### src/rtl/comparador_serie_d_i_pkg.sv
// Shared definitions for the bit-serial LSB-first magnitude comparator:
// FSM state encoding and the bit-counter width derivation.
package comparador_serie_d_i_pkg;

  typedef enum logic [1:0] {
    IDLE  = 2'b00,
    SHIFT = 2'b01,
    DONE  = 2'b10
  } state_t;

  // Counter must hold 0..WIDTH, so it needs clog2(WIDTH+1) bits.
  function automatic int unsigned cnt_w(input int unsigned width);
    return $clog2(width + 1);
  endfunction

endpackage

### src/rtl/comparador_serie_d_i_celda.sv
// Typical comparator cell: propagates the chain state x through one bit pair.
// a<b at this bit forces 1, a>b forces 0, equal bits pass x unchanged.
module Celda_tipica_d_i (
  input  logic a_p,
  input  logic b_p,
  input  logic x_p,
  output logic p_x
);

  assign p_x = (~a_p & x_p) | (b_p & x_p) | (~a_p & b_p);

endmodule

### src/rtl/comparador_serie_d_i.sv
// Bit-serial, LSB-first unsigned magnitude comparator.
// Latches A, B and the initial chain state, then runs one comparator cell per
// clock, feeding its output back as the next state. x_in=0 yields A<B,
// x_in=1 yields A<=B.
// Optional macro COMPARADOR_SERIE_EQ_EN adds the registered equality flag eq_out.
module comparador_serie_d_i
  import comparador_serie_d_i_pkg::*;
#(
  parameter int unsigned WIDTH = 8
) (
  input  logic             clk,
  input  logic             rst_n,
  input  logic             start,
  input  logic [WIDTH-1:0] a_in,
  input  logic [WIDTH-1:0] b_in,
  input  logic             x_in,
  output logic             busy,
  output logic             done,
  output logic             p_out
`ifdef COMPARADOR_SERIE_EQ_EN
  ,
  output logic             eq_out
`endif
);

  localparam int unsigned CNT_W = cnt_w(WIDTH);
  localparam logic [CNT_W-1:0] LAST = CNT_W'(WIDTH - 1);

  state_t           state;
  logic [WIDTH-1:0] a_sr;
  logic [WIDTH-1:0] b_sr;
  logic             x_reg;
  logic [CNT_W-1:0] cnt;
  logic             x_next;
`ifdef COMPARADOR_SERIE_EQ_EN
  logic             eq_reg;
  logic             bit_eq;

  assign bit_eq = ~(a_sr[0] ^ b_sr[0]);
`endif

  Celda_tipica_d_i u_celda (
    .a_p (a_sr[0]),
    .b_p (b_sr[0]),
    .x_p (x_reg),
    .p_x (x_next)
  );

  // Control FSM and datapath: load, shift one bit per clock, register result.
  always_ff @(posedge clk or negedge rst_n) begin
    if (!rst_n) begin
      state  <= IDLE;
      busy   <= 1'b0;
      done   <= 1'b0;
      p_out  <= 1'b0;
      a_sr   <= '0;
      b_sr   <= '0;
      x_reg  <= 1'b0;
      cnt    <= '0;
`ifdef COMPARADOR_SERIE_EQ_EN
      eq_reg <= 1'b0;
      eq_out <= 1'b0;
`endif
    end else begin
      case (state)
        IDLE: begin
          done <= 1'b0;
          if (start) begin
            a_sr   <= a_in;
            b_sr   <= b_in;
            x_reg  <= x_in;
            cnt    <= '0;
            busy   <= 1'b1;
            state  <= SHIFT;
`ifdef COMPARADOR_SERIE_EQ_EN
            eq_reg <= 1'b1;
`endif
          end
        end
        SHIFT: begin
          x_reg <= x_next;
          a_sr  <= a_sr >> 1;
          b_sr  <= b_sr >> 1;
          cnt   <= cnt + CNT_W'(1);
`ifdef COMPARADOR_SERIE_EQ_EN
          eq_reg <= eq_reg & bit_eq;
`endif
          if (cnt == LAST) begin
            p_out <= x_next;
            busy  <= 1'b0;
            done  <= 1'b1;
            state <= DONE;
`ifdef COMPARADOR_SERIE_EQ_EN
            eq_out <= eq_reg & bit_eq;
`endif
          end
        end
        DONE: begin
          done  <= 1'b0;
          state <= IDLE;
        end
        default: begin
          busy  <= 1'b0;
          done  <= 1'b0;
          state <= IDLE;
        end
      endcase
    end
  end

endmodule
### config.mk
export PLATFORM = sky130hd
export DESIGN_NAME = comparador_serie_d_i
export DESIGN_NICKNAME = d
export VERILOG_FILES = /design/src/rtl/comparador_serie_d_i_pkg.sv /design/src/rtl/comparador_serie_d_i_celda.sv /design/src/rtl/comparador_serie_d_i.sv
export SDC_FILE = /design/constraint.sdc
export NUM_CORES = 1
export LEC_CHECK = 0
export CAP_MARGIN = 20
export CORE_MARGIN = 1
export CORE_UTILIZATION = 35
export DETAILED_ROUTE_END_ITERATION = 10
export DONT_BUFFER_PORTS = 1
export GPL_ROUTABILITY_DRIVEN = 0
export RECOVER_POWER = 25
export SYNTH_ARGS = -nofsm -noshare
export SYNTH_HDL_FRONTEND = slang
export SYNTH_SLANG_ARGS = --single-unit
### constraint.sdc
create_clock -name clk -period 1.94 [get_ports clk]
set_clock_uncertainty 0.2 [all_clocks]
set_input_delay 0.388 -clock clk [delete_from_list [all_inputs] [get_ports clk]]
set_output_delay 0.388 -clock clk [all_outputs]
set_load 0.02 [all_outputs]
==> run summary <==
CRITICAL PATH
----------------------------------------------------------------------------------
Cell Chain, Critical Path ........................................... nor2b_1 -> buf_4 -> a21oi_1 -> o211ai_1
Critical path class .................................................   reg -> reg
Biggest cell delay along the critical path ..........................       580 ps
Reg-to-reg startpoint ...............................................     state[1]
Worst path arrival time .............................................      1460 ps
Number of buffer and inverter instances along the worst setup path ..            1
Reg2Reg Capture Point ...............................................        x_reg
Family of cells with the greatest summed delay on the critical path .   flip-flops
Total number of cells along the worst setup path ....................            4
R2R cell count ......................................................            4
End point of the critical path ......................................        x_reg
Worst-case register-to-register setup slack .........................       440 ps
Kind of launch point of the worst setup path ........................    flip-flop
Max Fanout on Critical Path .........................................           12
Sort of element at the end of the critical path .....................    flip-flop
Required time of the critical path ..................................      1900 ps
Worst Setup SP ......................................................     state[1]
Crit-path slowest cell .............................................. sky130_fd_sc_hd__dfrtp_1

CLOCKING
----------------------------------------------------------------------------------
CTS H-tree lvls .....................................................            1
Number of CTS-inserted buffers ......................................            3
Clock sink count ....................................................           26
TritonCTS clock tree ................................................         done
Clock transition at the registers of the reported paths .............        90 ps
Root buffer cell .................................................... sky130_fd_sc_hd__clkbuf_8
Worst-Skew Late Latency .............................................       270 ps
Number of buffers between clock root and the deepest sink ...........            2
Quantity of gates resized following cts .............................            0

STA
----------------------------------------------------------------------------------
Highest clock rate ..................................................    665.8 MHz
Total setup violations reported at the end of the flow ..............            0
Min Clock Period, post-route ........................................      1502 ps
Final Hold Violating Endpoints ......................................            0
Total negative slack ................................................         0 ps
Hold_ws .............................................................     71.52 ps
Worst slew margin relative to its limit .............................       0.5531
Unrepaired setup endpoints after global routing .....................           no
Slew at the pin closest to its max-slew limit .......................     670.3 ps
Tcrit/Tclk final ....................................................       0.7742
Final-report max-slew violation count ...............................            0

ROUTING
----------------------------------------------------------------------------------
Pre-antenna DRT Iters ...............................................            4
Routed length on met1 ...............................................      1348 um
Detailed-route via count ............................................          977
Drt via density .....................................................        5.281
Antenna-violating nets left .........................................            0
Final routed DRC violation total ....................................            0
Final wirelength ....................................................      2761 um
Routed len/inst .....................................................     14.92 um
Initial DRC count ...................................................           59
Met3 wire len .......................................................       149 um
Top metal layer carrying routed signals .............................         met4
Met2 wirelength from detailed routing ...............................      1226 um

SYNTH
----------------------------------------------------------------------------------
Xor/xnor share of the synthesized area ..............................            0
Compound-Gate Fraction of Synth Area ................................       0.2992
Post-Syn Area ....................................................... 0.001380 sq mm
Number of nets produced by synthesis ................................          153
Fraction of the mapped netlist area in adder cells ..................     0.009066
Number of cells produced by synthesis ...............................          132
Synthesis Warnings ..................................................            0
Synth Area in Simple Gates ..........................................       0.1559
Register bit count reported by yosys ................................           26
Yosys cell types ....................................................           31
Portion of the post-synthesis area used by sequential elements ......       0.4714
Multiplexer share of the synthesized area ...........................     0.008160
Average cell area after synthesis ...................................  10.46 sq um
Dominant combinational cell family by area after synthesis .......... compound AO/OA/AOI/OAI gates

CELLS AND AREA
----------------------------------------------------------------------------------
Registers with the most flip-flops .................................. a_sr: 8 flops, b_sr: 8 flops, cnt: 4 flops
Ant diodes ..........................................................            0
Non-Filler Cell Area, Final ......................................... 0.001500 sq mm
Area growth from synthesis to layout ................................       8.704%
Layout cells sized above 1 ..........................................       0.2409
Count of nets after finishing .......................................          159
# fillers ...........................................................          370

PLACE
----------------------------------------------------------------------------------
HPWL reported at the end of detailed placement ......................      1938 um
Instance area after placement ....................................... 0.001430 sq mm
IO buf count ........................................................            0

FLOORPLAN
----------------------------------------------------------------------------------
Die Area ............................................................ 0.004198 sq mm
Starting density of the core ........................................       0.3714
Core Rows ...........................................................           22
DIE WIDTH ...........................................................     64.80 um
Core footprint ...................................................... 0.003716 sq mm
Number of placed I/O pins ...........................................           23
Height of the chip ..................................................     64.80 um

GRT
----------------------------------------------------------------------------------
GRT Residual Overflow ...............................................            0
Total GRT Usage .....................................................       0.1427
Number of antenna violations at the first check in global routing ...            0
Via count of the first global-routing pass ..........................          925
Wire length of the first global-routing pass ........................      4512 um
Largest net degree at the start of global routing ...................           27

POWER
----------------------------------------------------------------------------------
Power per standard cell area ........................................ 1473 mW/mm^2
Overall power .......................................................     2.210 mW
Maximum resistive drop on vdd .......................................     775.5 uV
Cell leakage power ..................................................    0.6449 nW

HOLD PATH
----------------------------------------------------------------------------------
Hold path startpoint ................................................      a_in[7]
Path class of the lowest-slack min-delay path .......................    in -> reg

OUTCOME
----------------------------------------------------------------------------------
Status .............................................................. complete, no violations

JOB
----------------------------------------------------------------------------------
Total of max-cap violations .........................................            0

timing repair:
item / CTS / global route
hold endpoints to repair: 26 / 0
hold buffers: 2 / 0
endpoints found under the setup margin: 0 / 0
buffers inserted: 0 / 0
how the worst min path moves through the flow:
stage	endpoint	slack (ps)	cells past startpoint
6_report	a_sr[7]	70	2
5_1_grt	a_sr[2]	70	2
4_1_cts	b_sr[0]	60	2
3_5_place_dp	p_out	-110	0
3_3_place_gp	b_sr[2]	-110	0
2_1_floorplan	a_sr[0]	-110	0
synth_stat cells (all sizes together):
| library cell | number | share of area |
|---|---|---|
| nand2 | 6 | 0.016 |
| nand2b | 2 | 0.0091 |
| nor2 | 4 | 0.013 |
| a32oi | 1 | 0.0063 |
| o311ai | 1 | 0.0063 |
| nor2b | 11 | 0.050 |
| o21ai | 18 | 0.090 |
| o211ai | 1 | 0.0054 |
| a21oi | 18 | 0.090 |
| nand3 | 2 | 0.0073 |
| inv | 2 | 0.0054 |
| clkbuf | 1 | 0.0027 |
| a22o | 2 | 0.013 |
| o2111ai | 1 | 0.0063 |
| o32ai | 1 | 0.0063 |
| ha | 1 | 0.0091 |
| and3b | 2 | 0.013 |
| buf | 8 | 0.048 |
| and2b | 8 | 0.044 |
| mux2 | 1 | 0.0082 |
| and2 | 1 | 0.0045 |
| a22oi | 13 | 0.071 |
| o21bai | 1 | 0.0054 |
| dfrtp | 26 | 0.47 |
cells in the final DEF, fill, tap and decap left out, types with 2 or more instances in the layout:
cell type	netlist	layout
sky130_fd_sc_hd__nor2b_1	11	11
sky130_fd_sc_hd__a21oi_2	9	9
sky130_fd_sc_hd__a22oi_1	13	13
sky130_fd_sc_hd__dfrtp_1	26	26
sky130_fd_sc_hd__inv_1	2	2
sky130_fd_sc_hd__and3b_1	2	2
sky130_fd_sc_hd__nand2_1	6	6
sky130_fd_sc_hd__nand2b_1	2	2
sky130_fd_sc_hd__a22o_1	2	2
sky130_fd_sc_hd__o21ai_2	9	9
sky130_fd_sc_hd__a21oi_1	9	9
sky130_fd_sc_hd__nand3_1	2	2
sky130_fd_sc_hd__o21ai_0	8	8
sky130_fd_sc_hd__nor2_1	3	3
sky130_fd_sc_hd__buf_4	2	8
sky130_fd_sc_hd__and2b_1	8	8
sky130_fd_sc_hd__clkbuf_8	0	4
cells by family (layout without fill, tap and decap cells):
group	Yosys count	count (layout)
adders and majority gates	1	1
muxes	1	1
buffers and inverters	11	16
AOI/OAI and AO/OA	57	57
and+or+nand+nor	36	36
DFF	26	26
area by class of cell:
cell class | count | area [sq um] | share of cell area
sequential | 26 | 650.6 | 0.4337
inverter | 2 | 7.507 | 0.005004
tap | 48 | 60.06 | 0.04003
multi-input combinational | 95 | 651.9 | 0.4345
timing repair buffer | 10 | 75.07 | 0.05004
clock buffer | 4 | 55.05 | 0.03670
stage by stage:
stage,util,instances,worst slack [ps]
after global placement,0.3848,179,479.9
after floorplan,-,132,558.7
after detailed placement,0.3848,179,428.7
after CTS,0.4077,185,417.4
final,0.4037,185,438.1
after global routing,0.4037,185,327.0
routing by layer:
layer	up-vias	global-route usage
met5	-	0
met4	0	0.05000
met3	4	0.04401
met2	24	0.2135
met1	461	0.1925
li1	488	-
power by group:
part           switching [mW]  internal, mW  total (mW)
clock network           0.171         0.182       0.352
logic                   0.445         0.417       0.861
registers               0.235         0.761       0.996
total                   0.850          1.36        2.21
Power figures use the tool's default switching activity.
